### config.mk
export PLATFORM = sky130hd
export DESIGN_NAME = vga_timing_gen_flat
export DESIGN_NICKNAME = d
export VERILOG_FILES = /design/src/rtl/vga_timing_pkg.sv /design/src/rtl/vga_timing_if.sv /design/src/rtl/pix_clk_div.sv /design/src/rtl/vga_timing_gen.sv /design/src/flat_wrapper.sv
export SDC_FILE = /design/constraint.sdc
export NUM_CORES = 1
export LEC_CHECK = 0
export ABC_CLOCK_PERIOD_IN_PS = 3600
export CORE_MARGIN = 2
export CORE_UTILIZATION = 50
export CTS_CLUSTER_SIZE = 16
export DETAILED_ROUTE_END_ITERATION = 8
export PLACE_DENSITY = 0.76
export SYNTH_ARGS = -nofsm -noshare
export SYNTH_HDL_FRONTEND = slang
export SYNTH_SLANG_ARGS = --single-unit
### constraint.sdc
create_clock -name clk50 -period 3.6 [get_ports clk50]
set_clock_uncertainty 0.05 [all_clocks]
set_input_delay 0.72 -clock clk50 [delete_from_list [all_inputs] [get_ports clk50]]
set_output_delay 0.72 -clock clk50 [all_outputs]
set_load 0.1 [all_outputs]
### src/rtl/vga_timing_pkg.sv
// Shared constants and helpers for the VGA raster timing generator.
// Defaults describe 640x480@60 with negative sync pulses.
package vga_timing_pkg;

    localparam int DEF_CLK_DIV   = 2;
    localparam int DEF_H_VISIBLE = 640;
    localparam int DEF_H_FRONT   = 16;
    localparam int DEF_H_SYNC    = 96;
    localparam int DEF_H_BACK    = 48;
    localparam int DEF_V_VISIBLE = 480;
    localparam int DEF_V_FRONT   = 10;
    localparam int DEF_V_SYNC    = 2;
    localparam int DEF_V_BACK    = 33;
    localparam bit DEF_HS_POL    = 1'b0;
    localparam bit DEF_VS_POL    = 1'b0;

    // Pixels per line, sync through front porch.
    function automatic int h_total(input int sync_w, input int back_w,
                                   input int visible_w, input int front_w);
        return sync_w + back_w + visible_w + front_w;
    endfunction

    // Lines per frame, sync through front porch.
    function automatic int v_total(input int sync_w, input int back_w,
                                   input int visible_w, input int front_w);
        return sync_w + back_w + visible_w + front_w;
    endfunction

endpackage

### src/rtl/vga_timing_if.sv
// Output bundle of the VGA timing generator: raster strobes, coordinates
// and DAC pins. The generator drives the master side.
interface vga_timing_if #(
    parameter int XW = 10,
    parameter int YW = 9
);
    logic          hsync;
    logic          vsync;
    logic          display_area;
    logic [XW-1:0] x;
    logic [YW-1:0] y;
    logic          pix_en;
    logic          line_start;
    logic          frame_start;
    logic          vga_blank_n;
    logic          vga_sync_n;
    logic          vga_clk;

    modport master (
        output hsync, vsync, display_area, x, y, pix_en,
               line_start, frame_start, vga_blank_n, vga_sync_n, vga_clk
    );

    modport slave (
        input  hsync, vsync, display_area, x, y, pix_en,
               line_start, frame_start, vga_blank_n, vga_sync_n, vga_clk
    );
endinterface

### src/rtl/pix_clk_div.sv
// Pixel-enable divider: div_cnt runs 0..CLK_DIV-1. adv is the combinational
// look-ahead (pix_en for the next cycle) so the raster counters can step on
// the same edge that raises the registered pix_en.
module pix_clk_div
    import vga_timing_pkg::*;
#(
    parameter int CLK_DIV = DEF_CLK_DIV
) (
    input  logic clk,
    input  logic rst_n,
    output logic adv,
    output logic pix_en,
    output logic vga_clk
);
    localparam int DW = (CLK_DIV > 2) ? $clog2(CLK_DIV) : 1;
    localparam logic [DW-1:0] DIV_LAST = DW'(CLK_DIV - 1);
    localparam logic [DW-1:0] DIV_HALF = DW'(CLK_DIV / 2);

    logic [DW-1:0] div_cnt_r;
    logic [DW-1:0] div_next_s;
    logic          pix_en_r;
    logic          vga_clk_r;

    // Next divider count with wrap, and the advance look-ahead.
    always_comb begin
        div_next_s = div_cnt_r;
        if (div_cnt_r == DIV_LAST) begin
            div_next_s = '0;
        end else begin
            div_next_s = div_cnt_r + DW'(1);
        end
        adv = (div_next_s == DIV_LAST);
    end

    // Divider state plus registered pixel strobe and DAC clock.
    always_ff @(posedge clk) begin
        if (!rst_n) begin
            div_cnt_r <= '0;
            pix_en_r  <= 1'b0;
            vga_clk_r <= 1'b0;
        end else begin
            div_cnt_r <= div_next_s;
            pix_en_r  <= adv;
            vga_clk_r <= (div_next_s >= DIV_HALF);
        end
    end

    assign pix_en  = pix_en_r;
    assign vga_clk = vga_clk_r;
endmodule

### src/rtl/vga_timing_gen.sv
// Parametrised VGA raster timing generator (sync, back porch, visible,
// front porch). All outputs are registered from the next counter values.
// Optional macro VGA_TIMING_LEAD_EN: x, y and display_area describe the
// following pixel so a one-cycle sprite ROM lines up; vga_blank_n stays aligned.
module vga_timing_gen
    import vga_timing_pkg::*;
#(
    parameter int CLK_DIV   = DEF_CLK_DIV,
    parameter int H_VISIBLE = DEF_H_VISIBLE,
    parameter int H_FRONT   = DEF_H_FRONT,
    parameter int H_SYNC    = DEF_H_SYNC,
    parameter int H_BACK    = DEF_H_BACK,
    parameter int V_VISIBLE = DEF_V_VISIBLE,
    parameter int V_FRONT   = DEF_V_FRONT,
    parameter int V_SYNC    = DEF_V_SYNC,
    parameter int V_BACK    = DEF_V_BACK,
    parameter bit HS_POL    = DEF_HS_POL,
    parameter bit VS_POL    = DEF_VS_POL
) (
    input  logic         clk50,
    input  logic         rst_n,
    vga_timing_if.master vga
);
    localparam int H_TOTAL = h_total(H_SYNC, H_BACK, H_VISIBLE, H_FRONT);
    localparam int V_TOTAL = v_total(V_SYNC, V_BACK, V_VISIBLE, V_FRONT);
    localparam int H_START = H_SYNC + H_BACK;
    localparam int V_START = V_SYNC + V_BACK;
    localparam int HW = $clog2(H_TOTAL);
    localparam int VW = $clog2(V_TOTAL);
    localparam int XW = $clog2(H_VISIBLE);
    localparam int YW = $clog2(V_VISIBLE);

    localparam logic [HW-1:0] H_LAST_C  = HW'(H_TOTAL - 1);
    localparam logic [HW-1:0] H_SYNC_C  = HW'(H_SYNC);
    localparam logic [HW-1:0] H_START_C = HW'(H_START);
    localparam logic [HW-1:0] H_END_C   = HW'(H_START + H_VISIBLE);
    localparam logic [VW-1:0] V_LAST_C  = VW'(V_TOTAL - 1);
    localparam logic [VW-1:0] V_SYNC_C  = VW'(V_SYNC);
    localparam logic [VW-1:0] V_START_C = VW'(V_START);
    localparam logic [VW-1:0] V_END_C   = VW'(V_START + V_VISIBLE);

    generate
        if (CLK_DIV < 2 || H_VISIBLE < 1 || H_FRONT < 1 || H_SYNC < 1 || H_BACK < 1 ||
            V_VISIBLE < 1 || V_FRONT < 1 || V_SYNC < 1 || V_BACK < 1) begin : g_param_err
            $error("vga_timing_gen: CLK_DIV must be >= 2 and every width non-zero");
        end
    endgenerate

    function automatic logic in_window(input logic [HW-1:0] h, input logic [VW-1:0] v);
        return (h >= H_START_C) && (h < H_END_C) && (v >= V_START_C) && (v < V_END_C);
    endfunction

    logic          adv_s;
    logic          pix_en_s;
    logic          vga_clk_s;
    logic [HW-1:0] h_cnt_r, h_next_s, pos_h_s;
    logic [VW-1:0] v_cnt_r, v_next_s, pos_v_s;
    logic          h_wrap_s, v_wrap_s;
    logic          vis_now_s, vis_pos_s;
    logic [XW-1:0] x_next_s;
    logic [YW-1:0] y_next_s;
    logic          hsync_r, vsync_r, display_r, blank_n_r;
    logic          line_start_r, frame_start_r;
    logic [XW-1:0] x_r;
    logic [YW-1:0] y_r;

    pix_clk_div #(.CLK_DIV(CLK_DIV)) u_div (
        .clk     (clk50),
        .rst_n   (rst_n),
        .adv     (adv_s),
        .pix_en  (pix_en_s),
        .vga_clk (vga_clk_s)
    );

    // Raster counter next-state: step on a pixel advance, wrap line then frame.
    always_comb begin
        h_next_s = h_cnt_r;
        v_next_s = v_cnt_r;
        h_wrap_s = 1'b0;
        v_wrap_s = 1'b0;
        if (adv_s) begin
            if (h_cnt_r == H_LAST_C) begin
                h_next_s = '0;
                h_wrap_s = 1'b1;
                if (v_cnt_r == V_LAST_C) begin
                    v_next_s = '0;
                    v_wrap_s = 1'b1;
                end else begin
                    v_next_s = v_cnt_r + VW'(1);
                end
            end else begin
                h_next_s = h_cnt_r + HW'(1);
            end
        end else begin
            h_next_s = h_cnt_r;
        end
    end

    // Position that coordinates describe: the current pixel, or the one after it.
    always_comb begin
        pos_h_s = h_next_s;
        pos_v_s = v_next_s;
`ifdef VGA_TIMING_LEAD_EN
        if (h_next_s == H_LAST_C) begin
            pos_h_s = '0;
            if (v_next_s == V_LAST_C) begin
                pos_v_s = '0;
            end else begin
                pos_v_s = v_next_s + VW'(1);
            end
        end else begin
            pos_h_s = h_next_s + HW'(1);
        end
`endif
    end

    // Visibility and visible-relative coordinates, zero outside the window.
    always_comb begin
        vis_now_s = in_window(h_next_s, v_next_s);
        vis_pos_s = in_window(pos_h_s, pos_v_s);
        x_next_s  = '0;
        y_next_s  = '0;
        if (vis_pos_s) begin
            x_next_s = XW'(pos_h_s - H_START_C);
            y_next_s = YW'(pos_v_s - V_START_C);
        end else begin
            x_next_s = '0;
            y_next_s = '0;
        end
    end

    // Counter state and every raster output, updated on the same edge.
    always_ff @(posedge clk50) begin
        if (!rst_n) begin
            h_cnt_r       <= H_LAST_C;
            v_cnt_r       <= V_LAST_C;
            hsync_r       <= ~HS_POL;
            vsync_r       <= ~VS_POL;
            display_r     <= 1'b0;
            blank_n_r     <= 1'b0;
            x_r           <= '0;
            y_r           <= '0;
            line_start_r  <= 1'b0;
            frame_start_r <= 1'b0;
        end else begin
            h_cnt_r       <= h_next_s;
            v_cnt_r       <= v_next_s;
            hsync_r       <= (h_next_s < H_SYNC_C) ? HS_POL : ~HS_POL;
            vsync_r       <= (v_next_s < V_SYNC_C) ? VS_POL : ~VS_POL;
            display_r     <= vis_pos_s;
            blank_n_r     <= vis_now_s;
            x_r           <= x_next_s;
            y_r           <= y_next_s;
            line_start_r  <= h_wrap_s;
            frame_start_r <= v_wrap_s;
        end
    end

    assign vga.hsync        = hsync_r;
    assign vga.vsync        = vsync_r;
    assign vga.display_area = display_r;
    assign vga.x            = x_r;
    assign vga.y            = y_r;
    assign vga.pix_en       = pix_en_s;
    assign vga.line_start   = line_start_r;
    assign vga.frame_start  = frame_start_r;
    assign vga.vga_blank_n  = blank_n_r;
    assign vga.vga_sync_n   = 1'b0;
    assign vga.vga_clk      = vga_clk_s;
endmodule

### src/flat_wrapper.sv
// flat-port wrapper written by rule: the top's interface ports become plain ports
module vga_timing_gen_flat import vga_timing_pkg::*;
#(
    parameter int CLK_DIV   = DEF_CLK_DIV,
    parameter int H_VISIBLE = DEF_H_VISIBLE,
    parameter int H_FRONT   = DEF_H_FRONT,
    parameter int H_SYNC    = DEF_H_SYNC,
    parameter int H_BACK    = DEF_H_BACK,
    parameter int V_VISIBLE = DEF_V_VISIBLE,
    parameter int V_FRONT   = DEF_V_FRONT,
    parameter int V_SYNC    = DEF_V_SYNC,
    parameter int V_BACK    = DEF_V_BACK,
    parameter bit HS_POL    = DEF_HS_POL,
    parameter bit VS_POL    = DEF_VS_POL
)
  (clk50, rst_n, vga_hsync, vga_vsync, vga_display_area, vga_x, vga_y, vga_pix_en, vga_line_start, vga_frame_start, vga_vga_blank_n, vga_vga_sync_n, vga_vga_clk);
  vga_timing_if #(.XW(10), .YW(9)) vga_i ();
  input  logic clk50;
  input  logic rst_n;
  output wire logic [$bits(vga_i.hsync)-1:0] vga_hsync;
  output wire logic [$bits(vga_i.vsync)-1:0] vga_vsync;
  output wire logic [$bits(vga_i.display_area)-1:0] vga_display_area;
  output wire logic [$bits(vga_i.x)-1:0] vga_x;
  output wire logic [$bits(vga_i.y)-1:0] vga_y;
  output wire logic [$bits(vga_i.pix_en)-1:0] vga_pix_en;
  output wire logic [$bits(vga_i.line_start)-1:0] vga_line_start;
  output wire logic [$bits(vga_i.frame_start)-1:0] vga_frame_start;
  output wire logic [$bits(vga_i.vga_blank_n)-1:0] vga_vga_blank_n;
  output wire logic [$bits(vga_i.vga_sync_n)-1:0] vga_vga_sync_n;
  output wire logic [$bits(vga_i.vga_clk)-1:0] vga_vga_clk;
  assign vga_hsync = vga_i.hsync;
  assign vga_vsync = vga_i.vsync;
  assign vga_display_area = vga_i.display_area;
  assign vga_x = vga_i.x;
  assign vga_y = vga_i.y;
  assign vga_pix_en = vga_i.pix_en;
  assign vga_line_start = vga_i.line_start;
  assign vga_frame_start = vga_i.frame_start;
  assign vga_vga_blank_n = vga_i.vga_blank_n;
  assign vga_vga_sync_n = vga_i.vga_sync_n;
  assign vga_vga_clk = vga_i.vga_clk;
  vga_timing_gen #(.CLK_DIV(CLK_DIV), .H_VISIBLE(H_VISIBLE), .H_FRONT(H_FRONT), .H_SYNC(H_SYNC), .H_BACK(H_BACK), .V_VISIBLE(V_VISIBLE), .V_FRONT(V_FRONT), .V_SYNC(V_SYNC), .V_BACK(V_BACK), .HS_POL(HS_POL), .VS_POL(VS_POL)) u_core (.clk50(clk50), .rst_n(rst_n), .vga(vga_i));
endmodule
---- Yosys cells after proc, flatten, opt, wreduce, memory -nomap -nowiden ----
Cells that the tools add are included.
operators by class
  add/sub/neg operators ................... 5
  equality and inequality tests ........... 2
  multiplexer cells ....................... 10
  $lt $le $gt $ge ......................... 7
  reduce and logical (&&, ||, !) cells .... 6
operators by type and width
  operator               number
  $mux 10                5
  $add 10x1->10 const B  2
  $eq 10x10->1 const B   2
  $lt 10x10->1 const B   2
  $ge 10x6->1 const B    1
  $ge 10x8->1 const B    1
  $lt 10x2->1 const B    1
  $lt 10x7->1 const B    1
  $sub 10x8->10 const B  1
  $sub 9x6->9 const B    1
  $mux 1                 5
  $reduce_and 2->1       2
  $logic_and 1x1->1      3
  $reduce_and 3->1       1
  $add 1x1->1 const B    1
  $ge 1x1->1 const B     1
word-level totals
  input port bits ......................... 2
  register bits after elaboration ......... 46
  word-level logic and storage cells ...... 41
  output and inout bits ................... 28

---- Logic depth before layout (Yosys ltp) ----
  word-level depth ........................ 8
  depth in mapped cells ................... 14
  gate-level depth less buffers ........... 13

---- Cells and area by module ----
From an unflattened synthesis, not the netlist that was laid out.
unflattened totals
  cells, all modules ...................... 253
  area, all modules ....................... 2140.8 µm²
modules (own cells, without submodules)
  module          area an instance (µm²)  seq. area each (µm²)  cells an instance  instances
  vga_timing_gen  2103.3                  880.8                 249                1
  pix_clk_div     37.5                    20.0                  4                  1

---- Worst setup path after synthesis ----
No wires, ideal clock.
  path kind ............................... register -> register
  start point ............................. register, netlist name u_core.u_div.pix_en
  end point ............................... register u_core.y_r[3], in the netlist u_core.vga.y[3]
  path buffers ............................ 4
  arrival time ............................ 3.703 ns
  stages on the path, launching flop included .. 14
  data required time ...................... 3.487 ns
  setup time .............................. 0.063 ns
  slack ................................... -0.216 ns
  period minus slack after synthesis ...... 3.816 ns
  cell sequence ........................... dfxtp_1 -> buf_2 -> nor2b_1 -> clkbuf_1 -> nand4_1 -> clkbuf_1 -> o21ai_0 -> ha_1 -> and3_1 -> o21a_1 -> a311oi_1 -> o311ai_4 -> buf_6 -> nor2_2
RTL lines
  element               line                   text
  end signal, assigned  vga_timing_gen.sv:153  y_r <= y_next_s;
  end, declared         vga_timing_gen.sv:65   logic [YW-1:0] y_r;

---- Worst setup path after layout ----
  start point ............................. register u_core.v_cnt_r[1]
  end point ............................... register u_core.x_r[0], in the netlist u_core.vga.x[0]
between the ends
  cells in the longest elaborated chain, start to end .. 8
  elaborated cells between the ends (all ways) .. 10
  classes of those cells .................. add/sub: 1; order compare: 2; eq/ne: 1; mux: 3; reduce/logical: 3
ends and longest elaborated chain
  element                                        line                                        text
  start, declared                                vga_timing_gen.sv:57                        logic [VW-1:0] v_cnt_r, v_next_s, pos_v_s;
  start signal, assigned                         vga_timing_gen.sv:147                       v_cnt_r <= v_next_s;
  $add 10x1->10 or $eq 10x10->1 (tied branches)  vga_timing_gen.sv:89, vga_timing_gen.sv:85
  $mux 10                                        vga_timing_gen.sv:85                        if (v_cnt_r == V_LAST_C) begin
  $mux 10                                        vga_timing_gen.sv:82                        if (h_cnt_r == H_LAST_C) begin
  $mux 10 *                                      vga_timing_gen.sv:81                        if (adv_s) begin
  net u_core.pos_v_s[1]                          vga_timing_gen.sv:57
  $ge 10x6->1                                    vga_timing_gen.sv:50                        return (h >= H_START_C) && (h < H_END_C) && (v >= V_START_C) && (v < V_END_C);
  $logic_and 1x1->1                              vga_timing_gen.sv:50
  $logic_and 1x1->1 *                            vga_timing_gen.sv:50
  $reduce_and 2->1 (no line) *                   n/a
  end signal, assigned                           vga_timing_gen.sv:152                       x_r <= x_next_s;
  end, declared                                  vga_timing_gen.sv:64                        logic [XW-1:0] x_r;
Mark *: on every way through the listed nets, which the timed path passes. The rest lies on a longest branch.
A chain may end at the register's enable or synchronous reset.

==> results.ini <==
[sta]
finalSetupTns_ns = 0
max_freq_ghz = 0.290
finalMaxSlewViolations = 0
setup_violations = 0
finalCritPeriodShare = 0.959
hold_slack_ns = 0.474
max_slew.worst_pin.slew_ns = 0.979
hold_viol_final = 0
relSlewSlack = 0.345
period_needed_ns = 3.45

[grt]
antenna_found_initial = 0
gr-usage-all-layers = 0.216
grt_pass1_wl_um = 9020
grt-ovfl-total = 0
grt_pass1_vias = 1830
grt_max_degree = 17

[floorplan]
die_area_um2 = 5340
io_pins = 30
rows = 25
initial_core_util = 0.512
die_h_um = 73.1
core_um2 = 4660
chipWidth_um = 73.1

[critical_path]
critPathBufInv = 3
cp_max_fo = 6
critPathCaptureType = flip-flop
cp-start-kind = flip-flop
cp_top_family = simple AND/OR/NAND/NOR gates
cpPeakStageDelay_ns = 0.48
crit_path_top_delay_cell = or4b_4
r2r_slack_ns = 0.15
cp.arrival_ns = 3.62
cp_cell_sequence = inv_1 > ha_1 > or4b_4 > or3_1 > nand3_1 > o21ai_0 > ha_2 > a2111oi_4 > a21oi_2 > o41ai_2 > o311ai_4 > buf_4 > buf_6 > nor3_1
cp_data_required_time_ns = 3.76
critPathKind = reg -> reg

[job]
maxCapViolCount = 0

[synthesis]
syn_avg_cell_area_um2 = 8.84
syn-num-nets = 278
synth-compound-area-share = 0.159
dominantRegCellSynth = dfxtp_1
async_flop_share = 0
ys_seq_area_frac = 0.377
yosysTopAreaCellShare = 0.377
synth-edff-count = 0
synth_cells = 270
synth_seq_cells = 45
synth_top_cell_by_area = dfxtp_1
synth_fa_ha_area_frac = 0.0314
synth-simple-area-share = 0.292
synth_mux_area_frac = 0.00839
netlist_top_cells_count = dfxtp_1, nor2_1, nand2_1
synth_xor_area_frac = 0.0514
yosysWarnings = 0
ys_types = 63
synth_top_family_by_area = simple AND/OR/NAND/NOR gates
netlist_area_um2 = 2390
synth_area_leaders = dfxtp_1, nor2_1, ha_1, nand3_1, xor2_1
yosys.cell_count.top_type = dfxtp_1

[cells_and_area]
regArea_um2 = 902
multi_input_area_um2 = 1320
nFillCells = 422
final_area_um2 = 2860
drive_above_1_share = 0.197
area_delta_synth_final_pct = 19.7
utilization = 0.613
insertedDiodeCount = 0
nNetsFinal = 311

[clock_network]
cts_root_buf = clkbuf_8
clk_pin_slew_ns = 0.08
clock_latency_ns = 0.30
cts_hold_buf = 0
cts_made_buffers = 5
clock_path_buffers = 2
htreeDepth = 2
cts_tree = yes
numClockSinks = 45

[detailed_routing]
post_drt_wl_per_cell_um = 15.3
drcViolationCount = 0
drtAntennaViolNets = 0
wl_met2_um = 2540
wl_met3_um = 364
vias = 2064
drt_iter0_markers = 161
wl_met1_um = 2520
drt-pass1-iter-count = 6
routed_wl_um = 5480
top_layer = met4
viasPerCell = 5.77

[status]
status = finished, final reports clean

[place]
gp_congestion = 0.941
port_buffers = 28
place.detailed.hpwl_um = 3750
placed_area_um2 = 2690

[hold_path]
hold_path.class = reg -> reg

==> worst paths after layout <==
kind,startpoint,end,cells after the start
worst max-delay path,u_core.v_cnt_r[1],u_core.vga.x[0],14
worst min-delay path,u_core.u_div.pix_en,u_core.u_div.pix_en,1
worst max register to register,u_core.v_cnt_r[1],u_core.vga.x[0],14
worst min register to register,u_core.u_div.pix_en,u_core.u_div.pix_en,1
==> state kept, by name, indices dropped and copies added, names as in the netlist <==
name                     cells
u_core.h_cnt_r              10
u_core.u_div.pix_en          1
u_core.v_cnt_r              10
u_core.vga.display_area      1
u_core.vga.frame_start       1
u_core.vga.hsync             1
u_core.vga.line_start        1
u_core.vga.vsync             1
u_core.vga.x                10
u_core.vga.y                 9
==> logic make-up (layout without fill, tap and decap cells) <==
kind of cell,Yosys count,after routing
and+or+nand+nor,121,121
AOI/OAI and AO/OA,52,52
DFF,45,45
buffers and inverters,29,63
xor gates and xnor gates,14,14
adders and majority gates,6,6
muxes,2,2
other,1,1
==> layout make-up <==
| type | instances | share of cell area |
|---|---|---|
| Clock buffer | 6 | 0.0254 |
| Clock inverter | 2 | 0.0136 |
| Inverter | 8 | 0.0105 |
| Multi-Input combinational cell | 196 | 0.462 |
| Sequential cell | 45 | 0.316 |
| Tap cell | 54 | 0.0236 |
| Timing Repair Buffer | 47 | 0.149 |
==> repair_timing <==
item,CTS,global route
gates resized for setup,0,5
pin swaps,1,2
setup endpoints to repair,2,18
buffers inserted,0,3
cloned,0,1
==> stage by stage <==
stage / worst slack (ns) / instances
floorplan: 0.110 / 270
global placement: 0.181 / 346
detailed placement: 0.0161 / 346
CTS: 0.0175 / 354
global route: -0.0608 / 358
finish: 0.148 / 358
==> placed cells by master (no fill, tap or decap), drive strengths merged, types with 2 or more instances in the layout <==
cell	count
dfxtp	45
nor2	32
clkdlybuf4s50	28
nand2	19
buf	19
nand3	14
a21oi	13
o21ai	12
nor3	10
xor2	8
inv	8
nand4	7
or3	7
and2	6
xnor2	6
ha	6
clkbuf	6
o31ai	4
and4	4
and3	3
nand3b	3
o21a	3
nor4b	3
or2	3
nor2b	2
nand4b	2
a31oi	2
mux2i	2
a211oi	2
nand2b	2
o311ai	2
==> worst reg2reg max path: stages, from the launching register on <==
cell	delay [ns]
dfxtp_1	0.37
inv_1	0.09
ha_1	0.14
or4b_4	0.48
or3_1	0.44
nand3_1	0.11
o21ai_0	0.16
ha_2	0.27
a2111oi_4	0.24
a21oi_2	0.10
o41ai_2	0.31
o311ai_4	0.16
buf_4	0.18
buf_6	0.13
nor3_1	0.15
==> metal layers <==
metal,global-route usage,vias up
met2,0.317,82
li1,-,1017
met3,0.0414,7
met5,0,-
met4,0.0823,0
met1,0.311,958
Power is left out: the tool's default activity adds up to more than one toggle a clock period on the data nets, which glitch-free logic cannot reach.
